==> src/rtl/pipe_control.sv <==
// pipe_control: control unit for the 5-stage RV32I pipeline.
// Decodes the IF/ID opcode, carries the control bundle through ID/EX, EX/MEM
// and MEM/WB, inserts load-use bubbles, squashes ID on a taken branch and
// drives the EX-stage forwarding selects.
// Optional feature: define PIPE_CONTROL_JAL_EN to decode JAL (1101111).
module pipe_control #(
    parameter int REG_AW     = 5,
    parameter int LU_BUBBLES = 1
) (
    input  logic              clk,
    input  logic              rst,
    input  logic              id_valid,
    input  logic [6:0]        opcode,
    input  logic [REG_AW-1:0] id_rs1,
    input  logic [REG_AW-1:0] id_rs2,
    input  logic [REG_AW-1:0] id_rd,
    input  logic              branch_taken,
    output logic              stall,
    output logic              ex_alusrc,
    output logic              ex_branch,
    output logic              ex_jump,
    output logic [1:0]        ex_aluop,
    output logic              mem_memread,
    output logic              mem_memwrite,
    output logic              wb_regwrite,
    output logic              wb_memtoreg,
    output logic [REG_AW-1:0] ex_rd,
    output logic [REG_AW-1:0] mem_rd,
    output logic [REG_AW-1:0] wb_rd,
    output logic [1:0]        forward_a,
    output logic [1:0]        forward_b
);

    localparam logic [6:0] OP_R  = 7'b0110011;
    localparam logic [6:0] OP_I  = 7'b0010011;
    localparam logic [6:0] OP_LW = 7'b0000011;
    localparam logic [6:0] OP_SW = 7'b0100011;
    localparam logic [6:0] OP_B  = 7'b1100011;
`ifdef PIPE_CONTROL_JAL_EN
    localparam logic [6:0] OP_J  = 7'b1101111;
`endif

    // Value loaded into the 1-bit bubble counter on a fresh hazard.
    localparam logic LU_LOAD = (LU_BUBBLES == 2) ? 1'b1 : 1'b0;

    // Decoded ID-stage bundle
    logic              d_alusrc, d_branch, d_memread, d_memwrite;
    logic              d_regwrite, d_memtoreg, d_use1, d_use2;
    logic [1:0]        d_aluop;
    logic [REG_AW-1:0] d_rd, d_rs1, d_rs2;
`ifdef PIPE_CONTROL_JAL_EN
    logic              d_jump;
    logic              ex_jump_q;
`endif

    // ID/EX internal state
    logic              ex_memread, ex_memwrite, ex_regwrite, ex_memtoreg, ex_use2;
    logic [REG_AW-1:0] ex_rs1, ex_rs2;
    // EX/MEM internal state
    logic              mem_regwrite, mem_memtoreg;

    logic hz;
    logic cnt;

    // Opcode decode; invalid or unknown opcodes yield the all-zero NOP bundle.
    always_comb begin
        d_alusrc   = 1'b0;
        d_branch   = 1'b0;
        d_memread  = 1'b0;
        d_memwrite = 1'b0;
        d_regwrite = 1'b0;
        d_memtoreg = 1'b0;
        d_use1     = 1'b0;
        d_use2     = 1'b0;
        d_aluop    = 2'b00;
`ifdef PIPE_CONTROL_JAL_EN
        d_jump     = 1'b0;
`endif
        if (id_valid) begin
            case (opcode)
                OP_R:  begin d_regwrite = 1'b1; d_use1 = 1'b1; d_use2 = 1'b1; end
                OP_I:  begin d_alusrc = 1'b1; d_aluop = 2'b11; d_regwrite = 1'b1; d_use1 = 1'b1; end
                OP_LW: begin
                    d_alusrc   = 1'b1;
                    d_aluop    = 2'b10;
                    d_memread  = 1'b1;
                    d_memtoreg = 1'b1;
                    d_regwrite = 1'b1;
                    d_use1     = 1'b1;
                end
                OP_SW: begin d_alusrc = 1'b1; d_aluop = 2'b10; d_memwrite = 1'b1; d_use1 = 1'b1; d_use2 = 1'b1; end
                OP_B:  begin d_branch = 1'b1; d_aluop = 2'b01; d_use1 = 1'b1; d_use2 = 1'b1; end
`ifdef PIPE_CONTROL_JAL_EN
                OP_J:  begin d_jump = 1'b1; d_regwrite = 1'b1; end
`endif
                default: ;
            endcase
        end
        // Unused register fields are zeroed so they can never match a
        // forwarding or hazard compare.
        d_rd  = d_regwrite ? id_rd  : '0;
        d_rs1 = d_use1     ? id_rs1 : '0;
        d_rs2 = d_use2     ? id_rs2 : '0;
    end

    // Load-use hazard detection and stall; a taken branch overrides the stall.
    always_comb begin
        hz = id_valid && ex_memread && (ex_rd != '0) &&
             ((d_use1 && (id_rs1 == ex_rd)) || (d_use2 && (id_rs2 == ex_rd)));
        stall = (hz || cnt) && !branch_taken;
    end

    // Stage registers: ID/EX takes a bubble on flush or stall, later stages always advance.
    always_ff @(posedge clk) begin
        if (rst) begin
            ex_alusrc    <= 1'b0;
            ex_branch    <= 1'b0;
            ex_aluop     <= 2'b00;
            ex_memread   <= 1'b0;
            ex_memwrite  <= 1'b0;
            ex_regwrite  <= 1'b0;
            ex_memtoreg  <= 1'b0;
            ex_use2      <= 1'b0;
            ex_rd        <= '0;
            ex_rs1       <= '0;
            ex_rs2       <= '0;
`ifdef PIPE_CONTROL_JAL_EN
            ex_jump_q    <= 1'b0;
`endif
            mem_memread  <= 1'b0;
            mem_memwrite <= 1'b0;
            mem_regwrite <= 1'b0;
            mem_memtoreg <= 1'b0;
            mem_rd       <= '0;
            wb_regwrite  <= 1'b0;
            wb_memtoreg  <= 1'b0;
            wb_rd        <= '0;
        end else begin
            if (branch_taken || stall) begin
                ex_alusrc   <= 1'b0;
                ex_branch   <= 1'b0;
                ex_aluop    <= 2'b00;
                ex_memread  <= 1'b0;
                ex_memwrite <= 1'b0;
                ex_regwrite <= 1'b0;
                ex_memtoreg <= 1'b0;
                ex_use2     <= 1'b0;
                ex_rd       <= '0;
                ex_rs1      <= '0;
                ex_rs2      <= '0;
`ifdef PIPE_CONTROL_JAL_EN
                ex_jump_q   <= 1'b0;
`endif
            end else begin
                ex_alusrc   <= d_alusrc;
                ex_branch   <= d_branch;
                ex_aluop    <= d_aluop;
                ex_memread  <= d_memread;
                ex_memwrite <= d_memwrite;
                ex_regwrite <= d_regwrite;
                ex_memtoreg <= d_memtoreg;
                ex_use2     <= d_use2;
                ex_rd       <= d_rd;
                ex_rs1      <= d_rs1;
                ex_rs2      <= d_rs2;
`ifdef PIPE_CONTROL_JAL_EN
                ex_jump_q   <= d_jump;
`endif
            end
            mem_memread  <= ex_memread;
            mem_memwrite <= ex_memwrite;
            mem_regwrite <= ex_regwrite;
            mem_memtoreg <= ex_memtoreg;
            mem_rd       <= ex_rd;
            wb_regwrite  <= mem_regwrite;
            wb_memtoreg  <= mem_memtoreg;
            wb_rd        <= mem_rd;
        end
    end

`ifdef PIPE_CONTROL_JAL_EN
    assign ex_jump = ex_jump_q;
`else
    assign ex_jump = 1'b0;
`endif

    // Bubble down-counter: loads on a fresh hazard, counts to zero, cleared by flush.
    always_ff @(posedge clk) begin
        if (rst || branch_taken) begin
            cnt <= 1'b0;
        end else if (cnt) begin
            cnt <= 1'b0;
        end else if (hz) begin
            cnt <= LU_LOAD;
        end
    end

    // EX operand forwarding; EX/MEM beats MEM/WB, x0 never forwards.
    always_comb begin
        forward_a = 2'b00;
        forward_b = 2'b00;
        if (mem_regwrite && (mem_rd != '0) && (mem_rd == ex_rs1)) begin
            forward_a = 2'b10;
        end else if (wb_regwrite && (wb_rd != '0) && (wb_rd == ex_rs1)) begin
            forward_a = 2'b01;
        end
        if (ex_use2) begin
            if (mem_regwrite && (mem_rd != '0) && (mem_rd == ex_rs2)) begin
                forward_b = 2'b10;
            end else if (wb_regwrite && (wb_rd != '0) && (wb_rd == ex_rs2)) begin
                forward_b = 2'b01;
            end
        end
    end

endmodule
==> config.mk <==
export PLATFORM = sky130hd
export DESIGN_NAME = pipe_control
export DESIGN_NICKNAME = d
export VERILOG_FILES = /design/src/rtl/pipe_control.sv
export SDC_FILE = /design/constraint.sdc
export NUM_CORES = 1
export LEC_CHECK = 0
export CAP_MARGIN = 10
export CORE_ASPECT_RATIO = 0.5
export CORE_MARGIN = 5
export CORE_UTILIZATION = 48
export CTS_CLUSTER_DIAMETER = 200
export DETAILED_ROUTE_END_ITERATION = 10
export PLACE_DENSITY = 0.84
export SETUP_SLACK_MARGIN = 0.05
export SLEW_MARGIN = 20
export SYNTH_ARGS = -nofsm -noshare
export SYNTH_HDL_FRONTEND = slang
export SYNTH_SLANG_ARGS = --single-unit
==> constraint.sdc <==
create_clock -name clk -period 5.95 [get_ports clk]
set_clock_uncertainty 0.15 [all_clocks]
set_input_delay 1.19 -clock clk [delete_from_list [all_inputs] [get_ports clk]]
set_output_delay 1.19 -clock clk [all_outputs]
set_load 0.01 [all_outputs]
Word-level counts from Yosys, hierarchy flattened
Cells that the tools add are included.
{"block": "word_totals", "regBits": 38, "inputBits": 26, "word_cells": 76, "output_inout_bits": 29}
{"block": "classes", "n_eq_ne": 11, "bitwise_logic": 4, "muxes": 16, "reduce_logical": 28}
{"cell": "== test 5 bit", "n": 6}
{"cell": "OR reduction 3 bit", "n": 7}
{"cell": "nonzero test 5 bit", "n": 3}
{"cell": "== test 7 x 6 -> 1 bit, second input constant", "n": 2}
{"cell": "logical AND 1 bit", "n": 12}
{"cell": "two-way mux 1 bit", "n": 12}
{"cell": "== test 7 x 2 -> 1 bit, second input constant", "n": 1}
{"cell": "== test 7 x 5 -> 1 bit, second input constant", "n": 1}
{"cell": "== test 7 bit, second input constant", "n": 1}
{"cell": "two-way mux 2 bit", "n": 3}
{"cell": "one-hot mux 2 bit (3 select lines)", "n": 1}
{"cell": "OR reduction 5 bit", "n": 1}
{"cell": "inverter 1 bit", "n": 4}
{"cell": "OR reduction 2 bit", "n": 2}
{"cell": "logical OR 1 bit", "n": 2}
{"cell": "zero test 1 bit", "n": 1}

Depth between registers and ports, before layout
{"block": "logic_depth", "word_depth": 10, "depth_mapped": 6, "mapped_depth_nobuf": 5}

Worst setup path after synthesis
OpenSTA, ideal clock, no wires.
{"block": "synth_timing", "path_kind": "in2out", "from": "in opcode[2]", "to": "out stall", "arrival_time_ps": 2447, "slack_ps": 2163, "n_path_buf": 1, "path_stages": 6, "required_time_ps": 4610, "path_cell_list": "nand4bb_4 -> a211oi_4 -> nand4_2 -> a21oi_4 -> buf_6 -> and2b_1"}
{"block": "synth_between", "elab_chain_cells": 8, "word_cells_on_any_way": 16, "cone_classes": "eq/ne: 5; mux: 4; reduce/logical: 7"}
{"item": "start, declared", "line_no": "13", "source": "input logic [6:0] opcode,"}
{"item": "== test 7 bit, or another cell as far along", "line_no": "80", "source": "case (opcode)"}
{"item": "OR reduction 5 bit (no source line) / OR reduction 3 bit (equally long branches)"}
{"item": "two-way mux 1 bit", "line_no": "80"}
{"item": "two-way mux 1 bit", "line_no": "79", "source": "if (id_valid) begin"}
{"item": "logical AND 1 bit", "line_no": "109", "source": "((d_use1 && (id_rs1 == ex_rd)) || (d_use2 && (id_rs2 == ex_rd)));"}
{"item": "logical OR 1 bit (*)", "line_no": "109"}
{"item": "logical AND 1 bit (*)", "line_no": "108", "source": "hz = id_valid && ex_memread && (ex_rd != '0) &&"}
{"item": "logical AND 1 bit (*)", "line_no": "110", "source": "stall = (hz || cnt) && !branch_taken;"}
{"item": "end, declared", "line_no": "18", "source": "output logic stall,"}
Mark *: on every way between the ends. The rest lies on a longest branch, timed or not.

Worst setup path after layout
{"block": "layout_timing", "from": "in opcode[6]", "to": "out stall"}
Same word-level chain as after synthesis.

==> results.yml <==
run_status:
  status: "finished clean"
floorplan:
  num_io_pins: 55
  row_count: 15
  start_util_pct: 48.6
  core_um2: 3360
  dieHeight_um: 51.3
  die_area_um2: 4740
  die_width_um: 92.5
timing:
  maxSlewHeadroom_pct: 61.0
  fin_crit_ps: 5120
  finalHoldViolCount: 0
  slew_violations: 0
  period_share_pct: 86.0
  final-setup-viol-count: 0
  setup-tns-final_ps: 0
  tightest_slew_ps: 583
  fmax_mhz: 195
  rsz0062_at_grt: "false"
power_and_ir_drop:
  pwr-share-comb_pct: 6.9
  powerDensity_nw_per_um2: 224
  p_leak_uw: 0.000933
  peakVddDrop_v: 0.000131
  power.total_uw: 514
  power_frac_seq_pct: 49.6
  internal_power_uw: 409
  switching_share_pct: 20.4
  p_switching_uw: 105
  clkPwrFrac_pct: 43.5
layout:
  final_nets: 243
  fin_area_um2: 2290
  fillers: 253
  drive_above_1_share_pct: 6.45
  utilization_pct: 68.2
  layout.area.seq_um2: 761
  multi_input_area_um2: 835
  synthToLayoutAreaGrowth_pct: 40.2
  insertedDiodeCount: 0
setup_path:
  r2r_slack_ps: 4020
  r2r-start: "ex_rd[0]$_SDFF_PP0_"
  cp-end-kind: "primary output"
  cp_max_fo: 24
  cp-start-kind: "input port"
  crit_path_start: "opcode[6]"
  slowest_stage: "clkdlybuf4s50_1"
  r2r_cells: 5
  path_buf_inv: 2
  critPathTopFamily: "buffers and inverters"
  r2r_end: "ex_use2$_SDFF_PP0_"
  cp.arrival_ps: 3780
  worstPathCellList: "clkdlybuf4s50_1 -> a211oi_4 -> nand4_2 -> a21oi_4 -> and2b_1 -> clkdlybuf4s50_1"
  crit_path_max_incr_delay_ps: 650
  cp.required_ps: 4610
  cpMostUsedCell: "clkdlybuf4s50_1"
  path_class: "input port to primary output"
synthesis:
  ys_seq_area_share_pct: 46.6
  netlist_top_cells_area: "dfxtp_1 (47%), xor2_1 (10%), nor2b_1 (6.1%)"
  netlist_instances: 163
  avgSynthCellArea_um2: 10.0
  netlist_area_um2: 1630
  synth_edf_count: 0
  synth_top_area_share_pct: 46.6
  yosysTopAreaCell: "dfxtp_1"
  synth_warnings: 0
  synth_seq_cells: 38
  synth_ff_type: "dfxtp_1"
  ys_top_cells_by_count: "dfxtp_1 (38), xor2_1 (19), nor2b_1 (16), nand3_1 (13), nor2_1 (13)"
  yosysMostFrequentCell: "dfxtp_1"
  syn-num-nets: 189
  synth.distinct_cells: 33
  async_flop_share_pct: 0
global_routing:
  grtUsageTotal_pct: 17.0
  grt-ovfl-total: 0
  first_global_vias: 1260
  grt_max_degree: 25
  grt_pass1_wl_mm: 6.08
  antenna_found_initial: 0
detailed_routing:
  wire_per_inst_um: 14.6
  avgViaCountPerCell: 5.12
  antenna_left: 0
  routed_wl_mm: 3.78
  firstDrtPassIters: 4
  dr.first_iter.drc_count: 73
  drc: 0
  route.vias.total: 1325
hold_path:
  hold_path_end: "mem_memwrite$_SDFF_PP0_"
  hold_path_class: "register to register"
  holdCritStartpoint: "ex_memwrite$_SDFF_PP0_"
  hold_depth: 1
clock_network:
  htree_levels: 2
  clock_path_buffers: 2
  clk_latency_ps: 300
  cts_tree: "yes"
  clk_pin_slew_ps: 70
  root_buffer: "clkbuf_8"
  numCtsBuffers: 5
  postCtsSetupRepairBufs: 0
  cts_hold_buf: 0
  cts.sinks: 38
  post_cts_resize_count: 0
placed_design:
  place_hpwl_mm: 2.95
  io_buffer_count: 53
  place_area_um2: 2180
  place_congestion: 0.917
job:
  drv_cap: 0
metal layers:
| metal | vias to the layer above | global-route usage, % | wire, µm |
|---|---|---|---|
| met5 | - | 0 | 0 |
| met4 | 0 | 7.39 | 87 |
| met3 | 10 | 6.32 | 231 |
| met2 | 48 | 28.7 | 1840 |
| met1 | 603 | 19.4 | 1620 |
| li1 | 664 | - | - |
through the flow:
stage,worst slack (ps),instances,hold WS [ps]
after floorplan,2160,163,264
after global placement,970,252,275
after detailed placement,848,252,285
after CTS,841,259,306
after global routing,692,259,310
final,834,259,299
power groups by stage:
stage	clock network (µW)	logic, µW	registers, µW
CTS	226	35.3	255
finish	224	35.5	255
global route	238	37.6	255
global placement	0	34.4	261
floorplan	0	12.4	261
detailed placement	0	35.2	261
layout make-up:
cell class	count	share of cell area [%]
Multi-Input combinational cell	119	36.4
Sequential cell	38	33.2
Timing Repair Buffer	53	23.2
Clock buffer	6	3.60
Tap cell	42	2.29
Clock inverter	1	1.31
worst max-delay path by stage:
stage               slack, ps  depth (start not counted)    end
CTS                       840                          6  stall
global route              690                          6  stall
global placement          970                          6  stall
finish                    830                          6  stall
floorplan                2160                          6  stall
detailed placement        850                          6  stall
sequential cells by signal, indices dropped and copies added (netlist names), 2 cells and up:
name	cells
ex_aluop	2
ex_rs2	5
ex_rd	5
mem_rd	5
ex_rs1	5
wb_rd	5
kinds of logic after synthesis:
logic type	synth area share [%]
xor+xnor	16.1
compound gates	5.74
buf+inv	2.37
flops	46.6
simple gates	29.0
other cells	0.229
placed cells by master, fill, tap and decap left out, drive strengths merged, types with 2 or more instances in the layout:
| cell | synthesis | final |
|---|---|---|
| o21ai | 2 | 2 |
| nand4 | 2 | 2 |
| nor4 | 6 | 6 |
| clkbuf | 2 | 6 |
| nand2b | 2 | 2 |
| nand3 | 13 | 13 |
| or4 | 4 | 4 |
| nand3b | 5 | 5 |
| dfxtp | 38 | 38 |
| clkdlybuf4s50 | 0 | 53 |
| nand2 | 4 | 4 |
| xor2 | 19 | 19 |
| nor3 | 9 | 9 |
| xnor2 | 11 | 11 |
| and2 | 2 | 2 |
| a21oi | 2 | 2 |
| nor2 | 13 | 13 |
| a211oi | 2 | 2 |
| nor2b | 16 | 16 |
| a2111oi | 2 | 2 |
Note: power is estimated with default switching activity, not from simulation.
